### src/rtl/fifo_rd_ctrl.sv
// Read-side pointer/flag controller of a dual-clock FIFO.
// Synchronizes the Gray write pointer into rd_clk and derives the read address, flags and occupancy.
module fifo_rd_ctrl #(
   parameter int ADDR_WIDTH    = 4,
   parameter int SYNC_STAGES   = 2,
   parameter int AEMPTY_THRESH = 2
) (
   input  logic                  rd_clk,
   input  logic                  rd_rst,
   input  logic [ADDR_WIDTH:0]   wq_wptr_gray,
   input  logic                  rd_en,
   output logic [ADDR_WIDTH-1:0] rd_addr,
   output logic [ADDR_WIDTH:0]   rd_ptr_gray,
   output logic                  rd_empty,
   output logic                  rd_almost_empty,
   output logic [ADDR_WIDTH:0]   rd_count,
   output logic                  rd_underflow
);

   localparam int PW = ADDR_WIDTH + 1;
   localparam logic [PW-1:0] AE_TH = PW'(AEMPTY_THRESH);

   logic [PW-1:0] sync_q [SYNC_STAGES];
   logic [PW-1:0] wsync_gray;
   logic [PW-1:0] wsync_bin;
   logic [PW-1:0] rd_ptr_bin;
   logic [PW-1:0] rd_ptr_bin_nxt;
   logic [PW-1:0] rd_ptr_gray_nxt;
   logic [PW-1:0] rd_count_nxt;
   logic          rd_fire;

   // Only the Gray form of the write pointer crosses into this domain.
   always_ff @(posedge rd_clk or posedge rd_rst) begin
      if (rd_rst) begin
         for (int unsigned i = 0; i < SYNC_STAGES; i++) sync_q[i] <= '0;
      end else begin
         sync_q[0] <= wq_wptr_gray;
         for (int unsigned i = 1; i < SYNC_STAGES; i++) sync_q[i] <= sync_q[i-1];
      end
   end

   assign wsync_gray = sync_q[SYNC_STAGES-1];

   // Bit i of the binary value is the XOR of all Gray bits at and above i.
   always_comb begin
      wsync_bin = '0;
      for (int unsigned i = 0; i < PW; i++) wsync_bin[i] = ^(wsync_gray >> i);
   end

   always_comb begin
      rd_fire         = rd_en & ~rd_empty;
      rd_ptr_bin_nxt  = rd_ptr_bin + PW'(rd_fire);
      rd_ptr_gray_nxt = rd_ptr_bin_nxt ^ (rd_ptr_bin_nxt >> 1);
      rd_count_nxt    = wsync_bin - rd_ptr_bin_nxt;
   end

   // Flags are computed from next-state pointers so a read of the last word
   // raises rd_empty on the very next edge and a second read is refused.
   always_ff @(posedge rd_clk or posedge rd_rst) begin
      if (rd_rst) begin
         rd_ptr_bin      <= '0;
         rd_ptr_gray     <= '0;
         rd_empty        <= 1'b1;
         rd_almost_empty <= 1'b1;
         rd_count        <= '0;
         rd_underflow    <= 1'b0;
      end else begin
         rd_ptr_bin      <= rd_ptr_bin_nxt;
         rd_ptr_gray     <= rd_ptr_gray_nxt;
         rd_empty        <= (rd_ptr_gray_nxt == wsync_gray);
         rd_almost_empty <= (rd_count_nxt <= AE_TH);
         rd_count        <= rd_count_nxt;
         rd_underflow    <= rd_en & rd_empty;
      end
   end

   assign rd_addr = rd_ptr_bin[ADDR_WIDTH-1:0];

endmodule
### config.mk
export PLATFORM = sky130hd
export DESIGN_NAME = fifo_rd_ctrl
export DESIGN_NICKNAME = d
export VERILOG_FILES = /design/src/rtl/fifo_rd_ctrl.sv
export SDC_FILE = /design/constraint.sdc
export NUM_CORES = 1
export LEC_CHECK = 0
export CORE_MARGIN = 3
export CORE_UTILIZATION = 44
export DETAILED_ROUTE_END_ITERATION = 12
export GPL_ROUTABILITY_DRIVEN = 0
export GPL_TIMING_DRIVEN = 0
export PLACE_DENSITY = 0.74
export SETUP_SLACK_MARGIN = 0.05
export SKIP_CTS_REPAIR_TIMING = 1
export SLEW_MARGIN = 0
export SYNTH_ARGS = -nofsm -noshare
export SYNTH_HDL_FRONTEND = slang
export SYNTH_SLANG_ARGS = --single-unit
### constraint.sdc
create_clock -name rd_clk -period 2.4 [get_ports rd_clk]
set_input_delay 0.48 -clock rd_clk [delete_from_list [all_inputs] [get_ports rd_clk]]
set_output_delay 0.48 -clock rd_clk [all_outputs]
set_load 0.02 [all_outputs]
### Word-level counts from Yosys, hierarchy flattened

Cells that the tools add are included.
W data, S select, Z words.

* register bits: 28
* bits in read-only memories: 0
* output and inout port bits: 17
* bits in latches: 0
* RAM bits: 0
* memories kept: 0
* word-level logic and storage cells: 21
* input port bits: 8

* shift-type cells: 0
* $add $sub $neg: 2
* div/mod/pow operators: 0
* muxes and demuxes: 0
* reduce and logical (&&, ||, !) cells: 5
* eq/ne operators: 1
* bitwise gates (word level): 4
* $mul: 0
* order comparisons: 1

Operators with widths (number)
* $reduce_xor A5 Y1: 5
* $add A5 B1 Y5: 1
* $eq A5 B5 Y1: 1
* $le A5 B2 Y1 const B: 1
* $sub A5 B5 Y5: 1
* $xor A5 B4 Y5: 1
* $and A1 B1 Y1: 2
* $not A1 Y1: 1

### Logic depth before layout (Yosys ltp)

Gate-level depths: netlist of the first run.

* word-level depth: 5
* mapped depth: 10
* depth with buffers taken out: 10

### Least setup slack after synthesis of the first run

Ideal clock, no wire load.

* kind: register to register
* start point: register rd_empty
* end point: register rd_almost_empty
* period minus slack after synthesis: 2537 ps
* buffers on the path: 1
* arrival: 2453 ps
* cell stages (with the launch flop): 11
* library setup time: 84 ps
* setup slack: -137 ps
* required time: 2316 ps
* cells stage by stage: dfstp_2 > nor2b_1 > ha_1 > ha_1 > clkbuf_1 > xnor2_1 > ha_1 > a21o_1 > a21bo_1 > o31ai_2 > nor3b_1

* word-level cells in the longest chain between the ends: 5

Ends and longest elaborated chain
* start: declaration: RTL line 14 `output logic rd_empty,`
* start signal: assignment: RTL line 70 `rd_empty <= (rd_ptr_gray_nxt == wsync_gray);`
* $not A1 Y1: RTL line 51 `rd_fire = rd_en & ~rd_empty;`
* $and A1 B1 Y1: RTL line 51
* $add A5 B1 Y5: RTL line 52 `rd_ptr_bin_nxt = rd_ptr_bin + PW'(rd_fire);`
* named net rd_ptr_bin_nxt[1]: RTL line 27 `logic [PW-1:0] rd_ptr_bin_nxt;`
* $sub A5 B5 Y5: RTL line 54 `rd_count_nxt = wsync_bin - rd_ptr_bin_nxt;`
* $le A5 B2 Y1: RTL line 71 `rd_almost_empty <= (rd_count_nxt <= AE_TH);`
* end signal: assignment: RTL line 71
* end: declaration: RTL line 15 `output logic rd_almost_empty,`

The timed path passes the listed nets, and every way through them passes these cells.

### Worst setup path in the final report of the first run

* start point: register sync_q (netlist bit wsync_gray[4])
* end point: register rd_almost_empty

* word-level cells in the longest chain between the ends: 3
* elaborated cells between the ends (all ways): 7
* those cells by class: add/sub: 1; order compare: 1; reduce/logical: 5

Ends and longest elaborated chain
* start: declaration: RTL line 23 `logic [PW-1:0] sync_q [SYNC_STAGES];`
* $reduce_xor A5 Y1: RTL line 47 `for (int unsigned i = 0; i < PW; i++) wsync_bin[i] = ^(wsync_gray >> i);`
* $sub A5 B5 Y5 (*): RTL line 54
* $le A5 B2 Y1 (*): RTL line 71

Every way passes the cells marked *; elsewhere a longest branch is shown, timed or not.

==> run_results.csv, run 1 <==
group,metric,value,unit
status,status,"completed",
critical_path,setup.worst_path.end,"rd_almost_empty",
power_and_ir_drop,swShare,41.32,%
grt,grt_usage,12.44,%
synthesis,netlist_instances,91,
synthesis,synth_cell_types,27,
finish,fin_util,76.20,%
grt,grt_pass1_vias,742,
critical_path,reg2reg_depth,10,
synthesis,ys_async_sr_fraction,100.0,%
finish,fillers,142,
clocking,numCtsBuffers,3,
finish,area.growth.synth_to_final,54.72,%
finish,drive_above_1_share,36.84,%
critical_path,cpPeakStageDelay,430,ps
placed_design,io_buffers,24,
sta,fmax,0.4254,GHz
power_and_ir_drop,p_seq_share,25.0,%
synthesis,synth_nets,104,
min_path,min_path_type,"register to register",
floorplanning,core.rowCount,17,
placed_design,dp.cells,143,
sta,skew,3.312,ps
critical_path,crit_fanout,3,
detailed_routing,drt_pre_antenna_iters,4,
floorplanning,die_y,57.18,um
power_and_ir_drop,p_per_area,1619,nW/um^2
clocking,cts_tree,"yes",
grt,grt_pass1_wl,3194,um
synthesis,synth_edf_count,0,
sta,worst_pin_slew,971.9,ps
detailed_routing,via_per_inst,4.907,
power_and_ir_drop,clkPwrFrac,6.7,%
finish,fin_nets,147,
sta,grt_setup_unrepaired,"true",
clocking,clock_path_buffers,2,
run,maxCapViolCount,0,
clocking,cts.sink_count,27,
critical_path,crit_type,"register to register",
power_and_ir_drop,p_leak,0.7835,nW
sta,maxSlewViolCount,0,
detailed_routing,ant_nets,0,
finish,final_common_cell,"dfrtp_1",
power_and_ir_drop,irDropWorstVdd,0.001165,V
critical_path,slowest_stage,"dfrtp_1",
grt,overflow,0,
synthesis,synth-main-ff-cell,"dfrtp_1",
critical_path,path_cells,"xor2_2, xnor2_2, xnor2_1, ha_2, inv_2, ha_4, a21o_1, and3_4, o31ai_4, nor3b_2",
critical_path,rrSetupSlack,50,ps
critical_path,end_kind,"register",
detailed_routing,routedWlPerCell,13.97,um
clocking,clk-insertion-delay-late,320,ps
clocking,ctsHtreeMaxLevel,1,
finish,diodes,0,
sta,holdWs,369.2,ps
power_and_ir_drop,pwr-share-comb,68.3,%
synthesis,synth_seq_area_share,58.85,%
floorplanning,core,2340,um^2
sta,fin_crit_sh,97.95,%
sta,hold_violations,0,
finish,mostFrequentLayoutCells,"dfrtp_1, clkdlybuf4s50_1, buf_4",
sta,setup_violations,0,
floorplanning,initial_core_util,49.25,%
detailed_routing,drt_first_iter_violations,5,
finish,stdcell_count,161,
placed_design,dpl.hpwl,1395,um
floorplanning,dieArea,3269,um^2
grt,grt_max_degree,28,
synthesis,ys_warn_count,0,
power_and_ir_drop,switching_power,1.193,mW
critical_path,r2r-start,"wsync_gray[4]",
synthesis,ys_ff_latch,27,
critical_path,worst-path-buf-inv,1,
clocking,cts-root-buf,"clkbuf_4",
critical_path,arrival,2620,ps
detailed_routing,wirelength,2249,um
detailed_routing,drc_errors,0,
detailed_routing,via_count,790,
critical_path,path_delay_family,"XOR/XNOR gates",
critical_path,crit_start,"wsync_gray[4]",
sta,period_minus_slack,2351,ps
synthesis,synth_area,1152,um^2
sta,relSlewSlack,35.14,%
floorplanning,ios,25,
floorplanning,die_x,57.18,um
critical_path,critPathLaunchType,"register",
power_and_ir_drop,internal-power,1.694,mW
critical_path,r2r-end,"rd_almost_empty",
clocking,clk_pin_slew_worst_paths,140,ps
critical_path,cp.depth,10,
grt,antenna_found_initial,0,
synthesis,synth_area_per_cell,12.66,um^2
critical_path,critPathRequiredTime,2660,ps
==> power groups by stage <==
stage | combinational, mW | clock (mW) | sequential (mW)
2_1_floorplan | 0.825 | 0 | 0.880
3_3_place_gp | 1.40 | 0 | 0.704
3_5_place_dp | 1.43 | 0 | 0.710
4_1_cts | 1.43 | 0.199 | 0.699
5_1_grt | 2.11 | 0.227 | 0.738
6_report | 1.97 | 0.195 | 0.721
==> metrics by stage <==
step / power, mW / TNS, ps / worst slack (ps) / area, um^2
floorplan: 1.704 / 0 / 60.20 / 1204
global route: 3.079 / -80.17 / -80.17 / 1783
detailed placement: 2.140 / -1732 / -477.7 / 1479
finish: 2.887 / 0 / 49.17 / 1783
global placement: 2.099 / -1516 / -458.6 / 1479
CTS: 2.333 / -381.7 / -168.2 / 1506
==> synth_stat cells (2+ instances only) <==
master | count | area share [%]
dfrtp_1 | 25 | 54
inv_1 | 11 | 3.6
xor2_1 | 11 | 8.4
xnor2_1 | 9 | 6.8
ha_1 | 5 | 5.4
nand3_1 | 4 | 1.7
nor2_1 | 3 | 0.98
dfstp_2 | 2 | 4.6
nand2_1 | 2 | 0.65
xor2_2 | 2 | 2.8
==> flip-flops by register name, summed over array words and instances, names as in the netlist <==
name,count
rd_underflow,1
wsync_gray,5
rd_ptr_bin,5
rd_almost_empty,1
sync_q,5
rd_ptr_gray,4
rd_count,5
rd_empty,1
==> worst register-to-register path: stages, from the launching register on <==
cell and delay, ps:
dfrtp_1 430, xor2_2 270, xnor2_2 170, xnor2_1 150, ha_2 220, inv_2 50, ha_4 140, a21o_1 190
and3_4 200, o31ai_4 260, nor3b_2 190
==> layer usage <==
layer	wire, um	track usage (%)
met5	0	0
met4	119	4.636
met3	103	2.715
met2	1132	22.35
met1	894	14.45
==> worst min-delay path by stage <==
stage                    from       endpoint  slack (ps)  cells after the start
floorplan           sync_q[5]  wsync_gray[0]         330                      0
global placement    sync_q[7]  wsync_gray[2]         330                      0
detailed placement  sync_q[7]  wsync_gray[2]         340                      0
CTS                 sync_q[7]  wsync_gray[2]         370                      0
global route        sync_q[9]  wsync_gray[4]         380                      0
finish              sync_q[8]  wsync_gray[3]         370                      0
==> cells by family after synthesis <==
kind of cell,after synthesis,share of synthesized area [%]
flip-flops,27,58.85
XOR/XNOR,22,18.02
AND/OR/NAND/NOR,17,8.146
buffers and inverters,12,3.909
AO/OA/AOI/OAI,8,5.646
adder cells (fa/ha/maj),5,5.429
==> final cells by class <==
cell class	count	area [um^2]	area share, %
clock buffers	3	22.52	1.263
clock inverters	1	5.005	0.2807
inverters	11	41.29	2.316
multi-input cells	52	628.1	35.23
flip-flops and latches	27	679.4	38.11
well taps	28	35.03	1.965
repair buffers	39	371.6	20.84
(Power assumes the default switching activity.)
==> run 2: changes to the inputs <==
Settings changed: HOLD_SLACK_MARGIN set to 0.12.
==> results of run 2 <==
The final DEF is identical to that of run 1; final timing and power are the same.
==> patch: new RTL, flow settings as in run 2 <==
Make the reset (`rd_rst`) synchronous in 2 clocked blocks.
--- a/src/rtl/fifo_rd_ctrl.sv
+++ b/src/rtl/fifo_rd_ctrl.sv
@@ -30,7 +30,7 @@
    logic          rd_fire;
 
    // Only the Gray form of the write pointer crosses into this domain.
-   always_ff @(posedge rd_clk or posedge rd_rst) begin
+   always_ff @(posedge rd_clk) begin
       if (rd_rst) begin
          for (int unsigned i = 0; i < SYNC_STAGES; i++) sync_q[i] <= '0;
       end else begin
@@ -56,7 +56,7 @@
 
    // Flags are computed from next-state pointers so a read of the last word
    // raises rd_empty on the very next edge and a second read is refused.
-   always_ff @(posedge rd_clk or posedge rd_rst) begin
+   always_ff @(posedge rd_clk) begin
       if (rd_rst) begin
          rd_ptr_bin      <= '0;
          rd_ptr_gray     <= '0;
Check against the original RTL: differs if rd_rst is asserted again (counterexample within 4 cycles, from zero or initial values and one cycle with rd_rst high); with rd_rst held inactive, the same outputs for 10 cycles.
==> patch against run 2 <==
  * The run now ends with negative setup slack left
  * Setup slack lost 0.16 ns
  * Count of clock-buffer cells in the layout grew 1
  * Routed wire length grew 12%
  * Final area grew 1.1%
  * Area after synthesis grew 8.6%
  * Sequential share of layout area shrank 7.8 points
  * Sequential cell count is the same
Power is not compared: it rests on default switching activity, and its combinational part moved more than twofold at a synthesized area within 25%.
==> patch: results (changes against run 2) <==
* Number of I/O port buffers at 23 (-4.2%)
* Outcome: complete, but fails checks
* R2R Path End: rd_almost_empty
* CTS Buf Count at 3 (unchanged)
* CTS clk-pin slew, worst paths at 0.14 ns (about the same)
* Vias per cell at 5.07 (+3.3%)
* Initial antenna violation count at 0 (unchanged)
* Endpoints failing setup at 1 (+1)
* Fin worst setup slack at -0.110 ns (-0.159 ns)
* Synthesized instance count at 128 (+41%)
* Metal2 WL at 1310 um (+16%)
* GRT Total Usage at 14.6% (+2.1 points)
* Sequential area share after synthesis at 43.2% (-16 points)
* Seq pwr at 0.505 mW
* Skew final at 0.0107 ns (+0.00735 ns)
* Largest net degree at the start of global routing at 15 (-46%)
* Detailed placer's ending HPWL at 1800 um (+29%)
* Mapped Nets at 141 (+36%)
* Via count of the routed design at 999 (+26%)
* Met1 wire length at 1090 um (+22%)
* Fillers at 199 (+40%)
* First-pass GRT wire length at 3880 um (+22%)
* DRT iter0 DRCs at 32 (+27)
* DRT Pass-1 Iters at 4 (unchanged)
* Sw frac at 29.9%
* H-tree depth at 1 (unchanged)
* Pwr Total at 1.09 mW
* FFs w/ async S/R, synth at 0% (-100 points)
* Hold Crit Start: rd_en
* Placed instance count at 181 (+27%)
* Vias in the first global route at 916 (+23%)
* Reg2Reg Depth at 11 (+1)
* Crit Path Max Fanout at 4 (+1)
* CP peak stage delay at 0.34 ns (-0.09 ns)
* Wirelength per Cell at 12.8 um (-8.4%)
* Worst-margin pin slew at 0.526 ns (-0.446 ns)
* Worst Hold Class: in -> reg
* CP max stage cell: dfxtp_2
* Critical Path AT at 2.74 ns (+0.12 ns)
* Comb. pwr at 0.391 mW
* Failing checks: negative setup slack
* Top post-synthesis cells by area: dfxtp_1, xnor2_1, nor2b_1
* Synth top cells by count: dfxtp_1, xnor2_1, nor2_1, nor2b_1, inv_1
* Hold path cells at 3 (+3)
* Delay-heaviest family, CP: compound AO/OA/AOI/OAI gates
* Fraction of layout cells with a size suffix above 1 at 24.6% (-12 points)
* Yosys cell types at 35 (+30%)
* R2R Path Start: sync_q[0][9]
* Hold EP: rd_underflow
* DR WL met3 at 95 um (-7.8%)
* Largest regs: sync_q x10, rd_count x5, rd_ptr_bin x5
[patch: logic make-up after synthesis]
kind of cell             Yosys count  synth area share (%)
AND/OR/NAND/NOR                   40                  15.9
adder cells (fa/ha/maj)            5                  5.00
XOR/XNOR                          23                  17.3
flip-flops                        27                  43.2
buffers and inverters             12                  3.70
multiplexers                       1                 0.800
AO/OA/AOI/OAI                     20                  14.1
[patch: cell type report]
cell class | count | share of cell area (%)
timing repair buffer | 35 | 17.9
buffer | 6 | 2.29
inverter | 6 | 1.25
sequential | 27 | 30.3
tap | 30 | 2.08
multi-input combinational | 89 | 44.7
clock buffer | 4 | 1.46
[patch: metrics by stage]
stage,hold slack (ns),setup slack (ns),cell area [um2],TNS [ns]
global placement,0.418,-0.649,1580,-2.30
CTS,0.458,-0.331,1610,-0.688
floorplan,0.414,-0.0318,1320,-0.0318
detailed placement,0.427,-0.664,1580,-2.65
finish,0.402,-0.110,1800,-0.110
global route,0.422,-0.215,1800,-0.294
[patch: how the worst max path moves through the flow]
stage	startpoint	to	slack, ns	cells after the start
floorplan	rd_en	rd_almost_empty	-0.03	10
global placement	rd_en	rd_almost_empty	-0.65	11
detailed placement	rd_en	rd_almost_empty	-0.66	11
CTS	rd_en	rd_almost_empty	-0.33	11
global route	sync_q[0][9]	rd_almost_empty	-0.21	11
finish	sync_q[0][9]	rd_almost_empty	-0.11	11
[patch: tightest hold or removal path: cells and delay by family]
family        cells  cell delay, ns
buf+inv           1            0.13
simple gates      2            0.09
[patch: per-layer routing]
layer / vias up / GRT usage, %
met5: - / 0
met4: 0 / 2.91
met3: 4 / 4.58
met2: 19 / 26.2
met1: 473 / 16.7
li1: 503 / -
